--- config.mk ---
export PLATFORM = sky130hd
export DESIGN_NAME = hazard_pipe_tracker_flat
export DESIGN_NICKNAME = d
export VERILOG_FILES = /design/src/rtl/hazard_pipe_tracker_if.sv /design/src/rtl/hazard_pipe_tracker.sv /design/src/flat_wrapper.sv
export SDC_FILE = /design/constraint.sdc
export NUM_CORES = 1
export LEC_CHECK = 0
export ABC_AREA = 1
export CAP_MARGIN = 20
export CORE_ASPECT_RATIO = 1.2
export CORE_MARGIN = 1
export CORE_UTILIZATION = 25
export DETAILED_ROUTE_END_ITERATION = 7
export SKIP_LAST_GASP = 1
export SLEW_MARGIN = 15
export SYNTH_ARGS = -nofsm -noshare
export SYNTH_HDL_FRONTEND = slang
export SYNTH_SLANG_ARGS = --single-unit
--- constraint.sdc ---
create_clock -name clk -period 2.1 [get_ports clk]
set_clock_uncertainty 0.05 [all_clocks]
set_input_delay 0.525 -clock clk [delete_from_list [all_inputs] [get_ports clk]]
set_output_delay 0.525 -clock clk [all_outputs]
set_load 0.01 [all_outputs]
--- src/rtl/hazard_pipe_tracker_if.sv ---
// Decode-side capture inputs and E/M/W stage outputs of the pipeline stage
// tracker. The master drives the decode fields and controls. The slave is
// the tracker itself.
interface hazard_pipe_tracker_if #(
    parameter int unsigned CNT_W = 32
);
    // Pipeline control
    logic             freeze;
    logic             stall;
    logic             clr_cnt;

    // Decode-stage instruction fields
    logic             D_valid;
    logic [4:0]       D_GRF_RA1;
    logic [4:0]       D_GRF_RA2;
    logic [4:0]       D_GRF_WA;
    logic             D_WE;
    logic [1:0]       D_Tnew;

    // Execute stage
    logic [4:0]       E_GRF_RA1;
    logic [4:0]       E_GRF_RA2;
    logic [4:0]       E_GRF_WA;
    logic             E_WE;
    logic [1:0]       Tnew_E;

    // Memory stage
    logic [4:0]       M_GRF_RA2;
    logic [4:0]       M_GRF_WA;
    logic             M_WE;
    logic [1:0]       Tnew_M;

    // Writeback stage
    logic [4:0]       W_GRF_WA;
    logic             W_WE;
    logic [1:0]       Tnew_W;

    // Stall-cycle performance counter
    logic [CNT_W-1:0] stall_cycles;

    modport master (
        output freeze, stall, clr_cnt,
        output D_valid, D_GRF_RA1, D_GRF_RA2, D_GRF_WA, D_WE, D_Tnew,
        input  E_GRF_RA1, E_GRF_RA2, E_GRF_WA, E_WE, Tnew_E,
        input  M_GRF_RA2, M_GRF_WA, M_WE, Tnew_M,
        input  W_GRF_WA, W_WE, Tnew_W,
        input  stall_cycles
    );

    modport slave (
        input  freeze, stall, clr_cnt,
        input  D_valid, D_GRF_RA1, D_GRF_RA2, D_GRF_WA, D_WE, D_Tnew,
        output E_GRF_RA1, E_GRF_RA2, E_GRF_WA, E_WE, Tnew_E,
        output M_GRF_RA2, M_GRF_WA, M_WE, Tnew_M,
        output W_GRF_WA, W_WE, Tnew_W,
        output stall_cycles
    );
endinterface

--- src/rtl/hazard_pipe_tracker.sv ---
// Stage-tracking register bank for the 5-stage pipeline. Captures the
// register addresses, write enable and Tnew of each instruction at decode.
// These fields then shift through E, M and W. A stall inserts a bubble into
// E and a freeze holds every stage. Tnew counts down on each advance. A
// saturating counter records the number of unfrozen stall cycles.
module hazard_pipe_tracker #(
    parameter int unsigned CNT_W = 32
) (
    input  logic                  clk,
    input  logic                  rst_n,
    hazard_pipe_tracker_if.slave  bus
);

    // Stage register state
    logic [4:0]       e_ra1_q, e_ra1_d;
    logic [4:0]       e_ra2_q, e_ra2_d;
    logic [4:0]       e_wa_q,  e_wa_d;
    logic             e_we_q,  e_we_d;
    logic [1:0]       e_tnew_q, e_tnew_d;

    logic [4:0]       m_ra2_q, m_ra2_d;
    logic [4:0]       m_wa_q,  m_wa_d;
    logic             m_we_q,  m_we_d;
    logic [1:0]       m_tnew_q, m_tnew_d;

    logic [4:0]       w_wa_q,  w_wa_d;
    logic             w_we_q,  w_we_d;
    logic [1:0]       w_tnew_q, w_tnew_d;

    logic [CNT_W-1:0] cnt_q, cnt_d;

    // Decode-side capture values
    logic             d_we_eff;
    logic [1:0]       d_tnew_clamped;
    logic             e_bubble;

    // Saturating decrement. Tnew never wraps below zero.
    function automatic logic [1:0] tnew_dec(input logic [1:0] t);
        return (t == 2'd0) ? 2'd0 : t - 2'd1;
    endfunction

    // Effective write enable and clamped Tnew for the instruction in decode
    always_comb begin
        d_we_eff       = bus.D_WE & bus.D_valid & (bus.D_GRF_WA != 5'd0);
        d_tnew_clamped = (bus.D_Tnew == 2'd3) ? 2'd2 : bus.D_Tnew;
        e_bubble       = bus.stall | ~bus.D_valid;
    end

    // Next-state of the E/M/W stages: hold on freeze, otherwise advance
    always_comb begin
        e_ra1_d  = e_ra1_q;
        e_ra2_d  = e_ra2_q;
        e_wa_d   = e_wa_q;
        e_we_d   = e_we_q;
        e_tnew_d = e_tnew_q;
        m_ra2_d  = m_ra2_q;
        m_wa_d   = m_wa_q;
        m_we_d   = m_we_q;
        m_tnew_d = m_tnew_q;
        w_wa_d   = w_wa_q;
        w_we_d   = w_we_q;
        w_tnew_d = w_tnew_q;

        if (!bus.freeze) begin
            // A stalled or invalid decode slot enters E as an all-zero bubble
            if (e_bubble) begin
                e_ra1_d  = '0;
                e_ra2_d  = '0;
                e_wa_d   = '0;
                e_we_d   = 1'b0;
                e_tnew_d = '0;
            end else begin
                e_ra1_d  = bus.D_GRF_RA1;
                e_ra2_d  = bus.D_GRF_RA2;
                e_wa_d   = bus.D_GRF_WA;
                e_we_d   = d_we_eff;
                e_tnew_d = d_we_eff ? d_tnew_clamped : 2'd0;
            end

            m_ra2_d  = e_ra2_q;
            m_wa_d   = e_wa_q;
            m_we_d   = e_we_q;
            m_tnew_d = tnew_dec(e_tnew_q);

            w_wa_d   = m_wa_q;
            w_we_d   = m_we_q;
            w_tnew_d = tnew_dec(m_tnew_q);
        end
    end

    // Next-state of the stall counter. Clear beats freeze and increment.
    always_comb begin
        cnt_d = cnt_q;
        if (bus.clr_cnt) begin
            cnt_d = '0;
        end else if (!bus.freeze && bus.stall && (cnt_q != '1)) begin
            cnt_d = cnt_q + CNT_W'(1);
        end
    end

    // Stage and counter registers with asynchronous clear
    always_ff @(posedge clk or negedge rst_n) begin
        if (!rst_n) begin
            e_ra1_q  <= '0;
            e_ra2_q  <= '0;
            e_wa_q   <= '0;
            e_we_q   <= 1'b0;
            e_tnew_q <= '0;
            m_ra2_q  <= '0;
            m_wa_q   <= '0;
            m_we_q   <= 1'b0;
            m_tnew_q <= '0;
            w_wa_q   <= '0;
            w_we_q   <= 1'b0;
            w_tnew_q <= '0;
            cnt_q    <= '0;
        end else begin
            e_ra1_q  <= e_ra1_d;
            e_ra2_q  <= e_ra2_d;
            e_wa_q   <= e_wa_d;
            e_we_q   <= e_we_d;
            e_tnew_q <= e_tnew_d;
            m_ra2_q  <= m_ra2_d;
            m_wa_q   <= m_wa_d;
            m_we_q   <= m_we_d;
            m_tnew_q <= m_tnew_d;
            w_wa_q   <= w_wa_d;
            w_we_q   <= w_we_d;
            w_tnew_q <= w_tnew_d;
            cnt_q    <= cnt_d;
        end
    end

    assign bus.E_GRF_RA1    = e_ra1_q;
    assign bus.E_GRF_RA2    = e_ra2_q;
    assign bus.E_GRF_WA     = e_wa_q;
    assign bus.E_WE         = e_we_q;
    assign bus.Tnew_E       = e_tnew_q;
    assign bus.M_GRF_RA2    = m_ra2_q;
    assign bus.M_GRF_WA     = m_wa_q;
    assign bus.M_WE         = m_we_q;
    assign bus.Tnew_M       = m_tnew_q;
    assign bus.W_GRF_WA     = w_wa_q;
    assign bus.W_WE         = w_we_q;
    assign bus.Tnew_W       = w_tnew_q;
    assign bus.stall_cycles = cnt_q;

endmodule

--- src/flat_wrapper.sv ---
// flat-port wrapper written by rule: the top's interface ports become plain ports
module hazard_pipe_tracker_flat 
#(
    parameter int unsigned CNT_W = 32
)
  (clk, rst_n, bus_freeze, bus_stall, bus_clr_cnt, bus_D_valid, bus_D_GRF_RA1, bus_D_GRF_RA2, bus_D_GRF_WA, bus_D_WE, bus_D_Tnew, bus_E_GRF_RA1, bus_E_GRF_RA2, bus_E_GRF_WA, bus_E_WE, bus_Tnew_E, bus_M_GRF_RA2, bus_M_GRF_WA, bus_M_WE, bus_Tnew_M, bus_W_GRF_WA, bus_W_WE, bus_Tnew_W, bus_stall_cycles);
  hazard_pipe_tracker_if #(.CNT_W(CNT_W)) bus_i ();
  input  logic clk;
  input  logic rst_n;
  input wire logic [$bits(bus_i.freeze)-1:0] bus_freeze;
  input wire logic [$bits(bus_i.stall)-1:0] bus_stall;
  input wire logic [$bits(bus_i.clr_cnt)-1:0] bus_clr_cnt;
  input wire logic [$bits(bus_i.D_valid)-1:0] bus_D_valid;
  input wire logic [$bits(bus_i.D_GRF_RA1)-1:0] bus_D_GRF_RA1;
  input wire logic [$bits(bus_i.D_GRF_RA2)-1:0] bus_D_GRF_RA2;
  input wire logic [$bits(bus_i.D_GRF_WA)-1:0] bus_D_GRF_WA;
  input wire logic [$bits(bus_i.D_WE)-1:0] bus_D_WE;
  input wire logic [$bits(bus_i.D_Tnew)-1:0] bus_D_Tnew;
  output wire logic [$bits(bus_i.E_GRF_RA1)-1:0] bus_E_GRF_RA1;
  output wire logic [$bits(bus_i.E_GRF_RA2)-1:0] bus_E_GRF_RA2;
  output wire logic [$bits(bus_i.E_GRF_WA)-1:0] bus_E_GRF_WA;
  output wire logic [$bits(bus_i.E_WE)-1:0] bus_E_WE;
  output wire logic [$bits(bus_i.Tnew_E)-1:0] bus_Tnew_E;
  output wire logic [$bits(bus_i.M_GRF_RA2)-1:0] bus_M_GRF_RA2;
  output wire logic [$bits(bus_i.M_GRF_WA)-1:0] bus_M_GRF_WA;
  output wire logic [$bits(bus_i.M_WE)-1:0] bus_M_WE;
  output wire logic [$bits(bus_i.Tnew_M)-1:0] bus_Tnew_M;
  output wire logic [$bits(bus_i.W_GRF_WA)-1:0] bus_W_GRF_WA;
  output wire logic [$bits(bus_i.W_WE)-1:0] bus_W_WE;
  output wire logic [$bits(bus_i.Tnew_W)-1:0] bus_Tnew_W;
  output wire logic [$bits(bus_i.stall_cycles)-1:0] bus_stall_cycles;
  assign bus_i.freeze = bus_freeze;
  assign bus_i.stall = bus_stall;
  assign bus_i.clr_cnt = bus_clr_cnt;
  assign bus_i.D_valid = bus_D_valid;
  assign bus_i.D_GRF_RA1 = bus_D_GRF_RA1;
  assign bus_i.D_GRF_RA2 = bus_D_GRF_RA2;
  assign bus_i.D_GRF_WA = bus_D_GRF_WA;
  assign bus_i.D_WE = bus_D_WE;
  assign bus_i.D_Tnew = bus_D_Tnew;
  assign bus_E_GRF_RA1 = bus_i.E_GRF_RA1;
  assign bus_E_GRF_RA2 = bus_i.E_GRF_RA2;
  assign bus_E_GRF_WA = bus_i.E_GRF_WA;
  assign bus_E_WE = bus_i.E_WE;
  assign bus_Tnew_E = bus_i.Tnew_E;
  assign bus_M_GRF_RA2 = bus_i.M_GRF_RA2;
  assign bus_M_GRF_WA = bus_i.M_GRF_WA;
  assign bus_M_WE = bus_i.M_WE;
  assign bus_Tnew_M = bus_i.Tnew_M;
  assign bus_W_GRF_WA = bus_i.W_GRF_WA;
  assign bus_W_WE = bus_i.W_WE;
  assign bus_Tnew_W = bus_i.Tnew_W;
  assign bus_stall_cycles = bus_i.stall_cycles;
  hazard_pipe_tracker #(.CNT_W(CNT_W)) u_core (.clk(clk), .rst_n(rst_n), .bus(bus_i));
endmodule
# Yosys cells after proc, flatten, opt, wreduce, memory -nomap -nowiden
# Index checks and enable logic that the tools add are counted.
word_totals:
  output_inout_bits: 71
  register_bits: 71
  word_cells: 40
op_classes:
  n_reduce_logical: 7
  n_bitwise: 4
  n_eq_ne: 2
  addsub: 3
  mux: 11
ops:
  columns: ["cell", "n"]
  rows:
  - ["two-way mux 32 bit", 2]
  - ["adder 32 x 1 -> 32 bit, second input constant", 1]
  - ["inequality test 32 bit, second input constant", 1]
  - ["two-way mux 5 bit", 3]
  - ["two-way mux 2 bit", 5]
  - ["nonzero test 5 bit", 1]
  - ["zero test 2 bit", 2]
  - ["subtractor 2 x 1 -> 2 bit, second input constant", 2]
  - ["AND 1 bit", 2]
  - ["equality test 2 bit, second input constant", 1]
  - ["logical AND 1 bit", 2]
  - ["nonzero test 2 bit", 1]
  - ["zero test 1 bit", 1]
  - ["two-way mux 1 bit", 1]
  - ["NOT 1 bit", 1]
  - ["bitwise OR 1 bit", 1]

# Logic depth before layout (Yosys ltp)
# Gate-level depths: netlist (run 1).
logic_depth:
  depth_word: 5
  depth_mapped: 12
  depth_no_buf: 11

# Least setup slack after synthesis (run 1)
# No wires, ideal clock.
synth_timing:
  kind: "reg2reg"
  startpoint: "register u_core.cnt_q[1] (netlist: u_core.bus.stall_cycles[1])"
  endpoint: "register u_core.cnt_q[23] (netlist: u_core.bus.stall_cycles[23])"
  slack_ns: 0.344
  path_buffers: 1
  synth_period_minus_slack_ns: 1.756
  arrival_time_ns: 1.588
  path_stages_with_launch: 12
  required_time_ns: 1.933
  path_cell_list: "dfrtp_1 -> ha_1 -> nand2_1 -> nor2_4 -> nand2_4 -> nor2_8 -> nand2_2 -> nand2_2 -> nand2_4 -> buf_4 -> nand3_1 -> nand2_1"
synth_between:
  elab_chain_len: 3
synth_lines:
  columns: ["item", "line", "text"]
  rows:
  - ["start: declaration", "hazard_pipe_tracker.sv:30", "logic [CNT_W-1:0] cnt_q, cnt_d;"]
  - ["start signal: assignment", "hazard_pipe_tracker.sv:130", "cnt_q <= cnt_d;"]
  - ["adder 32 x 1 -> 32 bit or inequality test 32 bit (tied branches)", "hazard_pipe_tracker.sv:97, hazard_pipe_tracker.sv:96", null]
  - ["two-way mux 32 bit or logical AND 1 bit (tied branches)", "hazard_pipe_tracker.sv:96", "end else if (!bus.freeze && bus.stall && (cnt_q != '1)) begin"]
  - ["two-way mux 32 bit or nonzero test 2 bit (tied branches)", null, null]
# Several ways; a longest one is shown, not always the timed one. The select of a mux whose other input is x is not followed.
# A chain may end at the register's enable or synchronous reset.

# Final worst setup path (run 1)
layout_timing:
  startpoint: "register u_core.cnt_q[16] (netlist: u_core.bus.stall_cycles[16])"
  endpoint: "output bus_stall_cycles[16]"
layout_rtl:
  columns: ["item", "line", "text"]
  rows:
  - ["end: declaration", "flat_wrapper.sv:31", "output wire logic [$bits(bus_i.stall_cycles)-1:0] bus_stall_cycles;"]
# No word-level cell between the ends.

==> out/results.ini, run 1 <==
[power]
ir_drop_v=0.000588
p_leak_nw=2.31
power_mw=3.43
p_per_area_mw_per_mm2=661

[clocking]
numCtsBuffers=9
post-cts-setup-buffers=0
clkLatencyLatePin_ps=340
clock_sinks=71
cts_tree=built
root_buffer=clkbuf_16
post_cts_resized=0
path_clk_slew_ps=60
cts_buffer_depth=2
holdBufCountCts=0
cts.htree.levels=3

[global_route]
grt.total_usage_pct=14.1
grt-ovfl-total=0
grt_pass1_wl_um=16700
antenna_found_initial=0
grt_max_degree=72
grt_pass1_vias=3426

[sta]
min_period_ps=1970
finalHoldViolCount=0
finalCritPeriodShare_pct=93.8
fin_ws_ps=130
slew_headroom_pct=72.1
worstMarginPinSlew_ps=416
max_freq_mhz=508
finalSetupViolCount=0
rsz0062_at_grt=false
fin_setup_tns_ps=0
slew_viol_final=0

[synthesis]
netlist-cell-type-count=30
synth_area_mm2=0.00370
syn_nets=528
synth_area_per_cell_um2=7.36
seq_area_frac_synth_pct=48.0
ys_ff_latch=71
yosys_warnings=0
syn_inst=503

[die]
fp.dieW_um=113
die_h_um=135
initial_utilization_pct=25.7
ios=95
dieArea_mm2=0.0153
core_mm2=0.0144
rows=48

[drt]
drt-initial-drc-count=146
drtAntennaViolNets=0
vias=3452
viasPerCell=4.41
drc_errors=0
wl_per_cell_um=12.7
firstDrtPassIters=5
wl_um=9970

[placement]
postPlaceCellArea_mm2=0.00486
place_congestion=0.852
dp_slack_ps=53.7
hpwl_um=7420
io_buffers=94

[final_layout]
final_area_mm2=0.00518
utilization_pct=36.0
diodes=0
drive_above_1_share_pct=7.07
final_common_cell=nand2_1
layout.nets=628
layout_common_cells=182 x nand2_1, 93 x clkdlybuf4s50_1, 71 x dfrtp_1
area_growth_pct=40.0

[setup_path]
crit_required_ps=1520
path_delay_family=buffers and inverters
rrSetupSlack_ps=200
reg2reg_depth=11
cp_max_fo=6
worstPathCellList=clkdlybuf4s50_1
critPathSlowestCell=clkdlybuf4s50_1
critical_path_buf_inv_count=1
crit_path_end_kind=output pin
r2r_start=u_core.bus.stall_cycles[1]
worstSetupPathType=flop to output pin
slowest_delay_ps=590
reg2reg_to=u_core.bus.stall_cycles[23]
startpoint_type=flop
arrival_ps=1390

[flow_run]
cap_violations=0

[outcome]
status=completed

[min_path]
hold_class=primary input to async pin

cell families after synthesis:
family | after synthesis | synth area share [%]
compound gates | 53 | 7.71
xor+xnor | 7 | 1.66
fa+ha+maj | 1 | 0.338
simple gates | 293 | 33.5
flops | 71 | 48.0
buf+inv | 78 | 8.79
synthesized netlist by cell type:
cell type	count	area, um^2
and2_1	1	6.26
nor2_4	2	22.5
a21oi_1	8	40.0
xor2_1	4	35.0
nand2_2	4	25.0
o21ai_0	24	120
o21bai_1	1	7.51
nand3b_1	2	15.0
clkinv_4	1	8.76
nor2_8	1	20.0
inv_2	1	3.75
nor3_1	1	5.00
inv_1	61	229
buf_2	1	5.00
o22ai_1	12	75.1
nand4_1	9	56.3
nor2_2	4	25.0
nand2_1	182	683
a22oi_1	1	7.51
nand2_4	2	22.5
nand3_1	30	150
xnor2_1	3	26.3
buf_6	3	33.8
or2_2	1	6.26
o21ai_1	7	35.0
buf_4	1	7.51
nor2_1	54	203
ha_1	1	12.5
clkbuf_1	10	37.5
dfrtp_1	71	1780
layer usage:
metal  part of all wire [%]  GRT usage, %  routed length, um
met4                    2.1          6.80                209
met3                    6.3          3.94                628
met5                      0             0                  0
met2                     49          24.3               4840
met1                     43          16.0               4290
stage by stage:
stage          std cells  hold slack (ps)
2_1_floorplan        503              179
3_3_place_gp         767              413
3_5_place_dp         767              414
4_1_cts              783              169
5_1_grt              783              181
6_report             783              151
final cells by class:
class                      count  area (um^2)
fill                        1512         9230
sequential                    71         1780
multi-input combinational    354         1600
timing repair buffer         104         1020
inverter                      63          241
clock buffer                   9          225
tap                          175          219
clock inverter                 7         97.6
how the worst max path moves through the flow:
stage | from | endpoint | cells past startpoint
after CTS | u_core.bus.stall_cycles[16] | bus_stall_cycles[16] | 1
after floorplan | u_core.bus.stall_cycles[1] | u_core.bus.stall_cycles[23] | 11
after global placement | bus_freeze | u_core.bus.stall_cycles[0] | 7
after detailed placement | bus_freeze | u_core.bus.stall_cycles[16] | 7
final | u_core.bus.stall_cycles[16] | bus_stall_cycles[16] | 1
after global routing | u_core.bus.stall_cycles[1] | u_core.bus.stall_cycles[23] | 11
registers in the layout, summed over array words and instances (netlist names):
register	cells
u_core.bus.stall_cycles	32
u_core.bus.E_GRF_RA1	5
u_core.bus.E_GRF_RA2	5
u_core.bus.E_GRF_WA	5
u_core.bus.M_GRF_RA2	5
u_core.bus.M_GRF_WA	5
u_core.bus.W_GRF_WA	5
u_core.bus.Tnew_E	2
u_core.bus.Tnew_M	2
u_core.bus.Tnew_W	2
u_core.bus.E_WE	1
u_core.bus.M_WE	1
u_core.bus.W_WE	1
power breakdown:
group	total, mW	internal, mW	switching (mW)
sequential	1.45	1.42	0.0296
combinational	0.326	0.158	0.168
clock	1.66	1.04	0.616
No activity file was read; power rests on OpenSTA's default activity.
==> inputs of run 2 (changes only) <==
--- a/config.mk
+++ b/config.mk
@@ -8,11 +8,9 @@
 export ABC_AREA = 1
 export CAP_MARGIN = 20
 export CORE_ASPECT_RATIO = 1.2
-export CORE_MARGIN = 1
 export CORE_UTILIZATION = 25
 export DETAILED_ROUTE_END_ITERATION = 7
 export SKIP_LAST_GASP = 1
-export SLEW_MARGIN = 15
 export SYNTH_ARGS = -nofsm -noshare
 export SYNTH_HDL_FRONTEND = slang
 export SYNTH_SLANG_ARGS = --single-unit
==> results of run 2 <==
The final DEF is identical to that of run 1; final timing and power are the same.
==> inputs of run 3 (changes only) <==
--- a/config.mk
+++ b/config.mk
@@ -6,8 +6,9 @@
 export NUM_CORES = 1
 export LEC_CHECK = 0
 export ABC_AREA = 1
-export CAP_MARGIN = 20
+export CAP_MARGIN = 40
 export CORE_ASPECT_RATIO = 1.2
+export CORE_MARGIN = 5
 export CORE_UTILIZATION = 25
 export DETAILED_ROUTE_END_ITERATION = 7
 export SKIP_LAST_GASP = 1
==> out/results.ini, run 3 (synthesized netlist as in run 1, its figures left out) <==
[drt]
wl_per_cell_um=13.3
drt-initial-drc-count=214
viasPerCell=4.42
firstDrtPassIters=5
vias=3581
wl_um=10800
drtAntennaViolNets=0
drc_errors=0

[sta]
min_period_ps=1980
finalHoldViolCount=0
slew_headroom_pct=69.4
hold_slack_ps=73.6
slew_viol_final=0
fin_setup_tns_ps=0
max_freq_mhz=504
finalSetupViolCount=0
worstMarginPinSlew_ps=460
rsz0062_at_grt=false
finalCritPeriodShare_pct=94.5

[power]
p_per_area_mw_per_mm2=644
intPower_mw=2.53
ir_drop_v=0.000359
p_leak_nw=2.31
power_switching_uw=832
power.share.clock_pct=47.1
seq_power_share_pct=42.9
combPwrFrac_pct=9.9
switching_share_pct=24.7

[setup_path]
reg2reg_to=u_core.bus.stall_cycles[18]
critPathSlowestCell=clkdlybuf4s50_1
worstPathCellList=clkdlybuf4s50_1
arrival_ps=1410
crit_required_ps=1520
startpoint_type=flop
crit_path_end_kind=output pin
slowest_delay_ps=600
cp_max_fo=6
r2r_start=u_core.bus.stall_cycles[1]
path_delay_family=buffers and inverters
reg2reg_depth=11
critical_path_buf_inv_count=1
worstSetupPathType=flop to output pin
rrSetupSlack_ps=210

[global_route]
grt_pass1_wl_um=18100
grt_pass1_vias=3715
grt-ovfl-total=0
grt_max_degree=42
grt.total_usage_pct=13.3
antenna_found_initial=0

[die]
initial_utilization_pct=25.6
fp.dieW_um=121
core_mm2=0.0145
ios=95
rows=48
dieArea_mm2=0.0173
die_h_um=143

[clocking]
post-cts-setup-buffers=0
clkLatencyLatePin_ps=350
clock_sinks=71
path_clk_slew_ps=60
post_cts_resized=0
cts_buffer_depth=2
root_buffer=clkbuf_16
holdBufCountCts=0
numCtsBuffers=9
cts_tree=built
cts.htree.levels=3

[final_layout]
drive_above_1_share_pct=7.53
diodes=0
layout.nets=631
final_common_cell=nand2_1
largest_reg_flops=32
area_growth_pct=41.1
layout_common_cells=182 x nand2_1, 93 x clkdlybuf4s50_1, 71 x dfrtp_1

[placement]
hpwl_um=8130
io_buffers=94
place_congestion=0.856

[outcome]
status=completed

[flow_run]
cap_violations=0

[min_path]
hold_class=primary input to async pin

==> run 3: changes by cell type in the layout (fill, tap and decap cells not counted), sizes merged <==
cell / previous run / this run
bufinv: 2 / 1
clkinvlp: 2 / 4
buf: 11 / 14
clkbuf: 9 / 10
clkinv: 4 / 1
inv: 62 / 63
==> run 3: per-stage QoR <==
step	power (mW)	setup WS, ps	util [%]	instances	instance area [um^2]
3_5_place_dp	1.81	71.8	33.9	795	4910
3_3_place_gp	1.81	102	33.9	795	4910
5_1_grt	3.51	59.3	36.1	811	5220
6_report	3.36	116	36.1	811	5220
4_1_cts	3.42	101	36.1	811	5220
2_1_floorplan	1.59	344	-	503	3700
==> run 3: worst max path at each step <==
stage,start,endpoint,slack (ps),depth (start not counted)
2_1_floorplan,u_core.bus.stall_cycles[1],u_core.bus.stall_cycles[23],340,11
3_3_place_gp,bus_stall,u_core.bus.stall_cycles[12],100,8
3_5_place_dp,bus_freeze,u_core.bus.stall_cycles[18],70,7
4_1_cts,u_core.bus.stall_cycles[9],bus_stall_cycles[9],100,1
5_1_grt,u_core.bus.stall_cycles[16],bus_stall_cycles[16],60,1
6_report,u_core.bus.stall_cycles[16],bus_stall_cycles[16],120,1
==> run 3: area by class of cell <==
cell class	count	area [um^2]
fill	1538	9250
sequential	71	1780
multi-input combinational	354	1600
timing repair buffer	107	1050
tap	200	250
inverter	63	241
clock buffer	10	239
clock inverter	6	68.8
==> run 3: per-layer routing <==
metal | GRT usage, % | part of all wire [%] | wire [um] | vias up
met4 | 6.98 | 2.8 | 308 | 0
li1 | - | - | - | 1786
met3 | 5.19 | 9.5 | 1030 | 21
met5 | 0 | 0 | 0 | -
met2 | 21.6 | 47 | 5130 | 111
met1 | 15.0 | 40 | 4350 | 1663
==> run 3: power groups by stage <==
| stage | logic [mW] | clock network [mW] | registers [mW] |
|---|---|---|---|
| 6_report | 0.334 | 1.59 | 1.44 |
| 4_1_cts | 0.342 | 1.64 | 1.45 |
| 2_1_floorplan | 0.103 | 0 | 1.49 |
| 3_3_place_gp | 0.337 | 0 | 1.47 |
| 5_1_grt | 0.371 | 1.69 | 1.45 |
| 3_5_place_dp | 0.340 | 0 | 1.47 |
